### src/rtl/frame_parity_pkg.sv
// Shared types and defaults for the frame parity accumulator.
package frame_parity_pkg;

   typedef enum logic {
      ACC  = 1'b0,
      HOLD = 1'b1
   } state_e;

   localparam int unsigned FRAME_LEN_MAX    = 255;
   localparam logic        ODD_INIT_DEFAULT = 1'b0;

endpackage

### src/rtl/frame_parity_term.sv
// Reduces one 3-bit symbol to its XNOR3 parity term.
module frame_parity_term (
   input  logic a1,
   input  logic a2,
   input  logic a3,
   output logic t
);

   assign t = ~(a1 ^ a2 ^ a3);

endmodule

### src/rtl/frame_parity_acc.sv
// Streaming XNOR3-term parity accumulator with a valid/ready frame-parity output.
// Optional build macro FRAME_PARITY_CHECK_EN adds the CHK_PAR compare and PAR_ERR pulse.
module frame_parity_acc
   import frame_parity_pkg::*;
#(
   parameter int unsigned FRAME_LEN = 8,
   parameter int unsigned CNT_W     = 8,
   parameter logic        ODD_INIT  = ODD_INIT_DEFAULT
) (
   input  logic             CLK,
   input  logic             RN,
   input  logic             A1,
   input  logic             A2,
   input  logic             A3,
   input  logic             IN_VALID,
   output logic             IN_READY,
   input  logic             FLUSH,
   output logic             PAR,
   output logic             PAR_VALID,
   input  logic             PAR_READY,
   output logic             FLUSHED,
   output logic [CNT_W-1:0] CNT
`ifdef FRAME_PARITY_CHECK_EN
   ,
   input  logic             CHK_PAR,
   output logic             PAR_ERR
`endif
);

   // Handshakes: a transfer happens on a rising CLK edge where valid and ready
   // are both 1; valid never waits on ready, and PAR/FLUSHED hold while PAR_VALID
   // is 1 and PAR_READY is 0.

   localparam logic [CNT_W-1:0] LAST_CNT = CNT_W'(FRAME_LEN - 1);

   state_e           state_q, state_d;
   logic             acc_q, acc_d;
   logic [CNT_W-1:0] cnt_q, cnt_d;
   logic             par_q, par_d;
   logic             par_valid_q, par_valid_d;
   logic             flushed_q, flushed_d;

   logic             t;
   logic             in_ready;
   logic             accept;
   logic             base_acc;
   logic [CNT_W-1:0] base_cnt;
   logic             sum;
   logic             last;
   logic             flush_close;
   logic             close;

   frame_parity_term u_term (
      .a1 (A1),
      .a2 (A2),
      .a3 (A3),
      .t  (t)
   );

   always_comb begin
      state_d     = state_q;
      acc_d       = acc_q;
      cnt_d       = cnt_q;
      par_d       = par_q;
      par_valid_d = par_valid_q;
      flushed_d   = flushed_q;

      in_ready = (state_q == ACC) | PAR_READY;
      accept   = IN_VALID & in_ready;

      // In HOLD the accumulator is already reseeded, so an accepted symbol opens a new frame.
      base_acc    = (state_q == HOLD) ? ODD_INIT : acc_q;
      base_cnt    = (state_q == HOLD) ? '0 : cnt_q;
      sum         = base_acc ^ (accept & t);
      last        = accept && (base_cnt == LAST_CNT);
      flush_close = FLUSH && in_ready && (accept || (base_cnt != '0));
      close       = last || flush_close;

      if (accept) begin
         acc_d = sum;
         cnt_d = base_cnt + CNT_W'(1);
      end

      case (state_q)
         ACC: ;
         HOLD: begin
            if (PAR_READY) begin
               par_valid_d = 1'b0;
               state_d     = ACC;
            end
         end
         default: state_d = ACC;
      endcase

      // A full frame takes precedence over a FLUSH on its last symbol.
      if (close) begin
         par_d       = sum;
         flushed_d   = ~last;
         par_valid_d = 1'b1;
         acc_d       = ODD_INIT;
         cnt_d       = '0;
         state_d     = HOLD;
      end
   end

   always_ff @(posedge CLK or negedge RN) begin
      if (!RN) begin
         state_q     <= ACC;
         acc_q       <= ODD_INIT;
         cnt_q       <= '0;
         par_q       <= 1'b0;
         par_valid_q <= 1'b0;
         flushed_q   <= 1'b0;
      end else begin
         state_q     <= state_d;
         acc_q       <= acc_d;
         cnt_q       <= cnt_d;
         par_q       <= par_d;
         par_valid_q <= par_valid_d;
         flushed_q   <= flushed_d;
      end
   end

`ifdef FRAME_PARITY_CHECK_EN
   logic par_err_q, par_err_d;

   always_comb begin
      par_err_d = par_valid_q & PAR_READY & (par_q != CHK_PAR);
   end

   always_ff @(posedge CLK or negedge RN) begin
      if (!RN) begin
         par_err_q <= 1'b0;
      end else begin
         par_err_q <= par_err_d;
      end
   end

   assign PAR_ERR = par_err_q;
`endif

   assign IN_READY  = in_ready;
   assign PAR       = par_q;
   assign PAR_VALID = par_valid_q;
   assign FLUSHED   = flushed_q;
   assign CNT       = cnt_q;

endmodule

### config.mk
export PLATFORM = sky130hd
export DESIGN_NAME = frame_parity_acc
export DESIGN_NICKNAME = d
export VERILOG_FILES = /design/src/rtl/frame_parity_pkg.sv /design/src/rtl/frame_parity_term.sv /design/src/rtl/frame_parity_acc.sv
export SDC_FILE = /design/constraint.sdc
export NUM_CORES = 1
export LEC_CHECK = 0
export ABC_AREA = 1
export CAP_MARGIN = 25
export CORE_ASPECT_RATIO = 0.75
export CORE_UTILIZATION = 49
export CTS_CLUSTER_SIZE = 24
export DETAILED_ROUTE_END_ITERATION = 7
export GPL_ROUTABILITY_DRIVEN = 0
export PLACE_DENSITY = 0.78
export SYNTH_ARGS = -nofsm -noshare
export SYNTH_HDL_FRONTEND = slang
export SYNTH_SLANG_ARGS = --single-unit
### constraint.sdc
create_clock -name CLK -period 1.8 [get_ports CLK]
set_clock_uncertainty 0.2 [all_clocks]
set_input_delay 0.27 -clock CLK [delete_from_list [all_inputs] [get_ports CLK]]
set_output_delay 0.27 -clock CLK [all_outputs]
set_load 0.01 [all_outputs]
==> results <==
==> cells by family after synthesis <==
| group | after synthesis |
|---|---|
| flip-flops | 13 |
| AND/OR/NAND/NOR | 87 |
| AO/OA/AOI/OAI | 4 |
| buffers and inverters | 24 |
| XOR/XNOR | 1 |
==> cell usage after synthesis <==
cell type,number
buf_4,4
inv_1,15
and2_1,1
nand4_1,9
nand2_1,44
a21boi_0,1
nand2_4,4
a21boi_1,1
o21ai_0,2
buf_6,2
nand3_1,19
nand3_2,1
nand2_2,2
nand3_4,1
clkinv_2,1
inv_2,2
nor2_2,1
dfrtp_1,13
xnor2_1,1
nor2_4,1
nor2_1,4
==> flip-flops by register name, indices dropped and copies added (netlist names) <==
name and count:
PAR 1, acc_q 1, CNT 8, state_q 1, FLUSHED 1, PAR_VALID 1
==> metal layers <==
metal / vias to the layer above / global-route usage [%] / wire, um
met5: - / 0 / 0
met4: 0 / 2.03 / 4
met3: 2 / 5.81 / 114
met2: 32 / 42.6 / 1040
met1: 441 / 31.5 / 1010
li1: 472 / - / -
==> stage by stage <==
| stage | utilization, % | power, uW | cells | hold slack [ns] | area, um^2 |
|---|---|---|---|---|---|
| floorplan | - | 775 | 129 | -0.226 | 921 |
| global placement | 67.8 | 976 | 178 | 0.256 | 1190 |
| detailed placement | 67.8 | 991 | 178 | 0.280 | 1190 |
| CTS | 69.4 | 1180 | 182 | 0.0785 | 1220 |
| global route | 70.1 | 1290 | 182 | 0.109 | 1230 |
| finish | 70.1 | 1190 | 182 | 0.0852 | 1230 |
==> worst max path at each step <==
stage	slack, ns	startpoint	end
after floorplan	0.22	state_q	CNT[3]
after global placement	-0.07	PAR_READY	CNT[5]
after detailed placement	-0.11	PAR_READY	CNT[5]
after CTS	0.02	CNT[1]	CNT[1]
after global routing	-0.007	state_q	CNT[7]
final	0.04	CNT[3]	CNT[3]
==> area by class of cell <==
class                           count  area [um^2]  area share [%]
Clock buffer                        3         22.5            1.83
Clock inverter                      1         5.00           0.407
Inverter                           18         73.8            6.00
Multi-Input combinational cell     92          477            38.7
Sequential cell                    13          332            26.9
Tap cell                           22         27.5            2.24
Timing Repair Buffer               33          294            23.9
==> placed cells by master (no fill, tap or decap) <==
| cell | count |
|---|---|
| a21boi_0 | 1 |
| a21boi_1 | 1 |
| and2_1 | 1 |
| buf_4 | 14 |
| clkbuf_4 | 3 |
| clkdlybuf4s50_1 | 18 |
| clkinv_2 | 2 |
| dfrtp_1 | 8 |
| dfrtp_2 | 5 |
| dlygate4sd2_1 | 1 |
| inv_1 | 15 |
| inv_2 | 1 |
| inv_6 | 1 |
| nand2_1 | 43 |
| nand2_2 | 3 |
| nand2_4 | 4 |
| nand3_1 | 19 |
| nand3_2 | 1 |
| nand3_4 | 1 |
| nand4_1 | 9 |
| nor2_1 | 4 |
| nor2_2 | 1 |
| nor2_4 | 1 |
| o21ai_0 | 2 |
| xnor2_1 | 1 |
==> power groups by stage <==
stage / combinational [uW] / sequential, uW / clock [uW]
after CTS: 566 / 420 / 191
after detailed placement: 565 / 426 / 0
after global placement: 556 / 420 / 0
final: 571 / 433 / 181
after floorplan: 331 / 444 / 0
after global routing: 639 / 445 / 202
==> metrics.txt <==
status finished clean; maxcap violations 0; post-synth cell types 21; largest net degree at the start of global routing 15; Final setup viols 0; H-tree depth 1; vias between 900 and 1000; cells after synthesis between 100 and 150; post-synthesis sequential area ratio about a third; CTS root buf clkbuf_4; largest family of logic cells by synthesized area simple AND/OR/NAND/NOR gates; #FFs+latches synth 13; first-pass GRT wire length 3540 um; Die ar. slightly above 2000 um^2; Final Worst Setup Slack roughly 0.039 ns; Chip Width between 50 and 60 um; GRT Util Overall between 20% and 30%; Worst-path clk slew 0.08 ns; total clock sinks 13; CP startpoint kind flip-flop; WS Path Type flip-flop to output pin; CTS tree built; Max stage delay on crit path 0.57 ns; Worst path depth 1; slowest CP cell clkdlybuf4s50_1; Fmax achieved between 0.5 and 0.6 GHz; cell family with most CP delay buffers and inverters; post-CTS setup buffers 0; Worst R2R End CNT[5]; DR iter-0 viols 23; ANT cells 0; leakage power 0.000671 uW; DRC viols 0; top-area cell type share of the netlist area 35.3%; worst slack at placement -0.114 ns; final worst path period share about 98%; Syn. warnings 0; Filler Cell Count between 150 and 200; RR Startpoint state_q; dpl hpwl around 1700 um; share of cells above drive strength 1 a little under a quarter; slack of the worst reg-to-reg path between 0.1 and 0.15 ns; CORE AREA 1760 um^2; grt total ovfl 0; Final Hold Violating Endpoints 0; R2R depth 10; complex-gate fraction of the synthesized area 2.72%; setup TNS 0 ns; post-layout min period around 1.8 ns; post-synthesis adder-cell area fraction 0%; worst path cell trace clkdlybuf4s50_1; Crit path required time 1.33 ns; Rel. slew slack 84.0%; antenna-violating nets left 0; Starting Density between 50% and 60%; CTS resizes 2; leading area contributor after synthesis dfrtp_1; peak supply drop about 0.0009 V; switch share roughly 41%; RSZ-0062 raised after global routing yes; drt pass-1 iters 4; Max FO, Critical Path 5; # IOs 20; Seq pwr share 36.5%; worst-margin pin slew approximately 0.24 ns; XOR/XNOR Fraction of Synth Area 0.951%; Post-Syn Area slightly above 900 um^2; maximum buffer depth of the clock tree 2; Via density approximately 5.2; Internal Power approximately 700 uW; Worst Hold Class input port to asynchronous set/reset pin; final number of max-transition violations 0; Synth Area per Inst 7.14 um^2; largest cells by area after synthesis dfrtp_1 35%, nand2_1 18%, nand3_1 10%, inv_1 6.1%, nand4_1 6.1%; syn nets about 140; crit path buf inv count 1; Clock power frac between 10% and 20%; Critical Path AT 1.29 ns; PortBufs 19; number of global-route vias before repair a little over 800; share of total power in combinational logic between 40% and 50%; Nets approximately 170; die height between 30 and 40 um; Synth Area in Simple Gates between 40% and 50%; initial antenna violation count 0; sw power around 480 uW; P per Cell Area 963 nW/um^2; WL final around 2200 um; Routed WL per cell around 12 um; clk_lat worst skew roughly 0.28 ns; total CTS buffers 3; Area growth, synth to finish 33.7%; row cnt 13; mux contribution to synthesized area 0%; CP Capture Type output pin; CTS Hold Bufs 0
Power figures use the tool's default switching activity.
